[src/rtl/wb_intercon_pkg.sv]
// Shared definitions for the registered Wishbone interconnect:
// transaction state encoding and the default management-SoC address map.
package wb_intercon_pkg;

  typedef enum logic [1:0] {
    ST_IDLE = 2'd0,
    ST_REQ  = 2'd1,
    ST_RESP = 2'd2,
    ST_ERR  = 2'd3
  } wb_state_t;

  localparam int unsigned DEF_NS = 6;
  localparam int unsigned DEF_AW = 32;

  // Slice i occupies bits [(i+1)*AW-1 : i*AW]
  localparam logic [DEF_NS*DEF_AW-1:0] DEF_ADR_MASK = {DEF_NS{32'hFF00_0000}};
  localparam logic [DEF_NS*DEF_AW-1:0] DEF_IFACE_ADR = {
    32'h2800_0000,  // slave 5
    32'h2200_0000,  // slave 4
    32'h2100_0000,  // slave 3
    32'h2000_0000,  // slave 2
    32'h1000_0000,  // slave 1
    32'h0000_0000   // slave 0
  };

endpackage

[src/rtl/wb_addr_decoder.sv]
// Combinational priority address decoder: one-hot slave select, lowest
// matching index wins, miss flag when no slave window matches.
module wb_addr_decoder #(
  parameter int unsigned           AW        = 32,
  parameter int unsigned           NS        = 6,
  parameter logic [NS*AW-1:0]      ADR_MASK  = wb_intercon_pkg::DEF_ADR_MASK,
  parameter logic [NS*AW-1:0]      IFACE_ADR = wb_intercon_pkg::DEF_IFACE_ADR
) (
  input  logic [AW-1:0] adr,
  output logic [NS-1:0] sel,
  output logic          miss
);

  // Scan upward; the first hit claims the select and blocks later ones
  always_comb begin
    sel  = '0;
    miss = 1'b1;
    for (int unsigned i = 0; i < NS; i++) begin
      if (miss && ((adr & ADR_MASK[i*AW +: AW]) == IFACE_ADR[i*AW +: AW])) begin
        sel[i] = 1'b1;
        miss   = 1'b0;
      end
    end
  end

endmodule

[src/rtl/wb_intercon_reg.sv]
// Registered Wishbone single-master / NS-slave interconnect.
// Decode and response paths are registered; unmapped accesses end with
// wbm_err_o. Optional REQ-phase timeout enabled by WB_INTERCON_TIMEOUT_EN.
module wb_intercon_reg
  import wb_intercon_pkg::*;
#(
  parameter int unsigned      DW        = 32,
  parameter int unsigned      AW        = 32,
  parameter int unsigned      NS        = 6,
  parameter logic [NS*AW-1:0] ADR_MASK  = DEF_ADR_MASK,
  parameter logic [NS*AW-1:0] IFACE_ADR = DEF_IFACE_ADR,
  parameter int unsigned      TO_W      = 8,
  parameter int unsigned      TO_CYCLES = 255
) (
  input  logic               wb_clk_i,
  input  logic               wb_rstn_i,
  input  logic [AW-1:0]      wbm_adr_i,
  input  logic [DW-1:0]      wbm_dat_i,
  input  logic [DW/8-1:0]    wbm_sel_i,
  input  logic               wbm_we_i,
  input  logic               wbm_cyc_i,
  input  logic               wbm_stb_i,
  output logic [DW-1:0]      wbm_dat_o,
  output logic               wbm_ack_o,
  output logic               wbm_err_o,
  output logic [AW-1:0]      wbs_adr_o,
  output logic [DW-1:0]      wbs_dat_o,
  output logic [DW/8-1:0]    wbs_sel_o,
  output logic               wbs_we_o,
  output logic [NS-1:0]      wbs_cyc_o,
  output logic [NS-1:0]      wbs_stb_o,
  input  logic [NS*DW-1:0]   wbs_dat_i,
  input  logic [NS-1:0]      wbs_ack_i
);

  // Reject an unreachable timeout setting at elaboration
  if (TO_CYCLES < 1 || TO_CYCLES >= (64'd1 << TO_W)) begin : g_bad_to
    $error("wb_intercon_reg: TO_CYCLES out of range for TO_W");
  end

  wb_state_t         state_q, state_d;
  logic [AW-1:0]     adr_q;
  logic [DW-1:0]     wdat_q;
  logic [DW/8-1:0]   sel_q;
  logic              we_q;
  logic [NS-1:0]     slv_q;
  logic [DW-1:0]     rdat_q;
  logic              ack_q;
  logic              err_q;

  logic [NS-1:0]     dec_sel;
  logic              dec_miss;
  logic              req;
  logic              ack_hit;
  logic [DW-1:0]     rdat_mux;
  logic              timeout;

  wb_addr_decoder #(
    .AW        (AW),
    .NS        (NS),
    .ADR_MASK  (ADR_MASK),
    .IFACE_ADR (IFACE_ADR)
  ) u_dec (
    .adr  (wbm_adr_i),
    .sel  (dec_sel),
    .miss (dec_miss)
  );

  assign req     = wbm_cyc_i & wbm_stb_i;
  assign ack_hit = |(wbs_ack_i & slv_q);

  // Read-data mux driven by the latched one-hot select
  always_comb begin
    rdat_mux = '0;
    for (int unsigned i = 0; i < NS; i++) begin
      if (slv_q[i]) rdat_mux = rdat_mux | wbs_dat_i[i*DW +: DW];
    end
  end

`ifdef WB_INTERCON_TIMEOUT_EN
  logic [TO_W-1:0] timer_q;

  // Timer holds 1 in the first REQ cycle so the strobe lasts exactly TO_CYCLES cycles
  always_ff @(posedge wb_clk_i or negedge wb_rstn_i) begin
    if (!wb_rstn_i)              timer_q <= '0;
    else if (state_q != ST_REQ)  timer_q <= TO_W'(1);
    else                         timer_q <= timer_q + TO_W'(1);
  end

  assign timeout = (timer_q == TO_W'(TO_CYCLES));
`else
  assign timeout = 1'b0;
`endif

  // Next-state: abort beats ack, ack beats timeout
  always_comb begin
    state_d = state_q;
    unique case (state_q)
      ST_IDLE: if (req) state_d = dec_miss ? ST_ERR : ST_REQ;
      ST_REQ: begin
        if (!req)         state_d = ST_IDLE;
        else if (ack_hit) state_d = ST_RESP;
        else if (timeout) state_d = ST_ERR;
      end
      ST_RESP: state_d = ST_IDLE;
      ST_ERR:  state_d = ST_IDLE;
      default: state_d = ST_IDLE;
    endcase
  end

  // State register
  always_ff @(posedge wb_clk_i or negedge wb_rstn_i) begin
    if (!wb_rstn_i) state_q <= ST_IDLE;
    else            state_q <= state_d;
  end

  // Latch the master request in IDLE; held stable for the whole slave phase
  always_ff @(posedge wb_clk_i or negedge wb_rstn_i) begin
    if (!wb_rstn_i) begin
      adr_q  <= '0;
      wdat_q <= '0;
      sel_q  <= '0;
      we_q   <= 1'b0;
    end else if (state_q == ST_IDLE && req) begin
      adr_q  <= wbm_adr_i;
      wdat_q <= wbm_dat_i;
      sel_q  <= wbm_sel_i;
      we_q   <= wbm_we_i;
    end
  end

  // Slave select is live only while the next state is REQ
  always_ff @(posedge wb_clk_i or negedge wb_rstn_i) begin
    if (!wb_rstn_i)              slv_q <= '0;
    else if (state_d != ST_REQ)  slv_q <= '0;
    else if (state_q == ST_IDLE) slv_q <= dec_sel;
  end

  // Response registers: single-cycle ack/err pulses, read data held between responses
  always_ff @(posedge wb_clk_i or negedge wb_rstn_i) begin
    if (!wb_rstn_i) begin
      ack_q  <= 1'b0;
      err_q  <= 1'b0;
      rdat_q <= '0;
    end else begin
      ack_q <= (state_d == ST_RESP);
      err_q <= (state_d == ST_ERR);
      if (state_d == ST_RESP)     rdat_q <= rdat_mux;
      else if (state_d == ST_ERR) rdat_q <= '0;
    end
  end

  assign wbm_dat_o = rdat_q;
  assign wbm_ack_o = ack_q;
  assign wbm_err_o = err_q;
  assign wbs_adr_o = adr_q;
  assign wbs_dat_o = wdat_q;
  assign wbs_sel_o = sel_q;
  assign wbs_we_o  = we_q;
  assign wbs_cyc_o = slv_q;
  assign wbs_stb_o = slv_q;

endmodule

[config.mk]
export PLATFORM = sky130hd
export DESIGN_NAME = wb_intercon_reg
export DESIGN_NICKNAME = d
export VERILOG_FILES = /design/src/rtl/wb_intercon_pkg.sv /design/src/rtl/wb_addr_decoder.sv /design/src/rtl/wb_intercon_reg.sv
export SDC_FILE = /design/constraint.sdc
export NUM_CORES = 1
export LEC_CHECK = 0
export CAP_MARGIN = 20
export CORE_AREA = 3 3 148 150
export DETAILED_ROUTE_END_ITERATION = 10
export DIE_AREA = 0 0 151 153
export PLACE_DENSITY_LB_ADDON = 0.08
export SYNTH_ARGS = -nofsm -noshare
export SYNTH_HDL_FRONTEND = slang
export SYNTH_HIERARCHICAL = 1
export SYNTH_SLANG_ARGS = --single-unit
[constraint.sdc]
create_clock -name wb_clk_i -period 1.98 [get_ports wb_clk_i]
set_input_delay 0.396 -clock wb_clk_i [delete_from_list [all_inputs] [get_ports wb_clk_i]]
set_output_delay 0.396 -clock wb_clk_i [all_outputs]
set_load 0.01 [all_outputs]
==> reports/results.ini <==
[timing]
fmax_mhz=517
relSlewSlack=0.578
fin_crit_sh=0.978
rsz0062_at_grt=true
min_period_ns=1.94
whs_ns=0.106
setup_violations=0
final_max_slew_viol_count=0
hold_viol=0
fin_skew_ns=0.0101
worst_pin_slew_ns=0.633

[pwr]
seqPwrFrac=0.421
p_int_mw=4.82
powerDensity_nw_per_um2=631
p_leak_nw=4.26
pwr-share-clk=0.282
switchingPower_mw=1.75
peakVddDrop_uv=407
comb_power_share=0.297
power.switching_fraction=0.266

[cts]
path_clk_slew_ns=0.08
clock_path_buffers=2
ctsHtreeMaxLevel=3
worstSkewPairLatency_ns=0.36
clockRootBuffer=clkbuf_16
holdBufCountCts=0
numCtsBuffers=9
cts_sinks=111
tritoncts=built

[floorplanning]
core-area_um2=20800
initial_core_util=0.279
die_area_um2=23100
die_h_um=153
num_rows=53
die_x_um=151
ios=386

[routing]
drc=0
ant_nets=0
firstDrtPassIters=5
via_per_inst=4.94
wl_um=24800
wire_per_inst_um=22.1
vias=5549
drt_iter0_drc=361

[placement]
gp_congestion=0.830
io_buffers=385
dpl.hpwl_um=18800
place_area_um2=10000

[logic_synthesis]
synth.net_count=735
synth.distinct_cells=33
syn_inst=464
netlist_area_um2=5810
seq_area_frac_synth=0.478
yosysWarnings=6
syn_avg_cell_area_um2=12.5
ys_ff_latch=111

[global_routing]
grt_use_total=0.208
overflow=0
antenna_found_initial=1
grt_pass1_vias=5842
grt_max_degree=112
grt_pass1_wl_um=36400

[run]
drv_cap=0

[hold_path]
hold_path.class=in -> async

[setup_path]
rr_endpoint=wbm_dat_o[0]
r2r_start=wbs_cyc_o[4]
cp.required_ns=1.58
regToRegSetupSlack_ns=0.18
worst_setup_path_start_kind=flip-flop
path_max_fanout=17
worst-r2r-cell-count=5
cp.arrival_ns=1.54
cp-end-kind=primary output
crit_type=reg -> out

[finish]
regArea_um2=2780
diodes=0
syn_to_final_growth_pct=79.2
fin_nets=1114
postLayoutCellArea_um2=10400
multi_input_area_um2=2720
drive_gt1_frac=0.191
nFillCells=1811

[outcome]
status=finished, final reports clean

[layout make-up]
type,count,area share
Clock inverter,7,0.00745
Timing Repair Buffer,417,0.409
Tap cell,275,0.0330
Inverter,2,0.000721
Clock buffer,9,0.0216
Multi-Input combinational cell,302,0.261
Sequential cell,111,0.267
[power by group through the flow]
stage	Combinational, mW	Clock (mW)	Sequential [mW]
6_report	1.95	1.85	2.77
5_1_grt	2.07	2.01	2.81
4_1_cts	1.97	1.93	2.77
3_5_place_dp	1.97	0	2.81
3_3_place_gp	1.95	0	2.80
2_1_floorplan	0.411	0	2.96
[state kept, by name, indices dropped and copies added (netlist names)]
| register | flops |
|---|---|
| wbs_adr_o | 32 |
| wbs_we_o | 1 |
| state_q | 2 |
| wbs_sel_o | 4 |
| wbm_err_o | 1 |
| wbs_cyc_o | 6 |
| wbs_dat_o | 32 |
| wbm_dat_o | 32 |
| wbm_ack_o | 1 |
[how the worst max path moves through the flow]
stage / end / start
3_3_place_gp: wbs_cyc_o[4] / wbm_adr_i[29]
5_1_grt: wbs_cyc_o[4] / wbm_adr_i[29]
3_5_place_dp: wbs_cyc_o[3] / wbm_adr_i[29]
6_report: wbs_stb_o[0] / wbs_cyc_o[0]
2_1_floorplan: wbm_dat_o[23] / wbm_adr_i[28]
4_1_cts: wbs_stb_o[4] / wbs_cyc_o[4]
[cell usage in the layout, fill, tap and decap left out, types with 6 or more instances in the layout]
cell | synthesis | routed
buf_12 | 2 | 11
buf_4 | 7 | 20
mux2i_1 | 6 | 6
mux2_4 | 28 | 28
nor4_1 | 7 | 6
a22oi_1 | 99 | 99
clkdlybuf4s50_1 | 0 | 383
nand3_1 | 33 | 33
a21boi_0 | 32 | 32
dfrtp_1 | 111 | 109
clkbuf_16 | 0 | 9
mux2_2 | 73 | 73
[cell usage after synthesis (all sizes together)]
cell type    n  area [um2]
and2         1        6.26
nand3       33         165
a31o         1        8.76
buf         25         239
a41oi        1        8.76
mux2       101        1240
or2          1        6.26
inv          2        7.51
nor2         3        11.3
nor3         3        26.3
dfrtp      111        2780
mux2i        6        60.1
nand2        2        10.0
nor3b        2        15.0
a211oi       2        15.0
nand2b       2        12.5
o21ai        1        5.00
nor4         7        43.8
nand4b       1        23.8
o21bai       1        7.51
a22oi       99         743
clkbuf      24        90.1
nor4b        1        15.0
a21boi      32         240
and4bb       1        12.5
nand3b       1        20.0
[worst max-delay path, cell delays in order (launching register included)]
cell and delay (ns):
dfrtp_1 0.44, buf_12 0.19, clkdlybuf4s50_1 0.56
[stage by stage]
step	utilization	total power [mW]	setup WS (ns)	TNS (ns)	std cells
after floorplan	-	3.37	0.230	0	464
final	0.500	6.57	0.0441	0	1123
after global routing	0.500	6.90	-0.0223	-0.0638	1123
after detailed placement	0.481	4.78	-0.294	-9.50	1104
after CTS	0.499	6.68	0.000171	0	1121
after global placement	0.481	4.75	-0.203	-7.38	1104
[metal layers]
metal  wire (um)  vias up  global-route usage
li1            -     2536                   -
met1        9300     2711               0.239
met2       12900      266               0.377
met3        2040       34              0.0563
met4         572        2              0.0596
met5          13        -                   0
[cell families after synthesis]
| kind of cell | synth area share |
|---|---|
| flops | 0.478 |
| simple gates | 0.0633 |
| mux | 0.224 |
| buf+inv | 0.0579 |
| compound gates | 0.177 |
[repair_timing]
action                                  4_1_cts  5_1_grt
endpoints found under the setup margin        7       10
setup buffers                                 0        2
cloned                                        1        0
resized for setup                             9        4
pin swaps                                     0        1
Note: power is estimated with default switching activity, not from simulation.
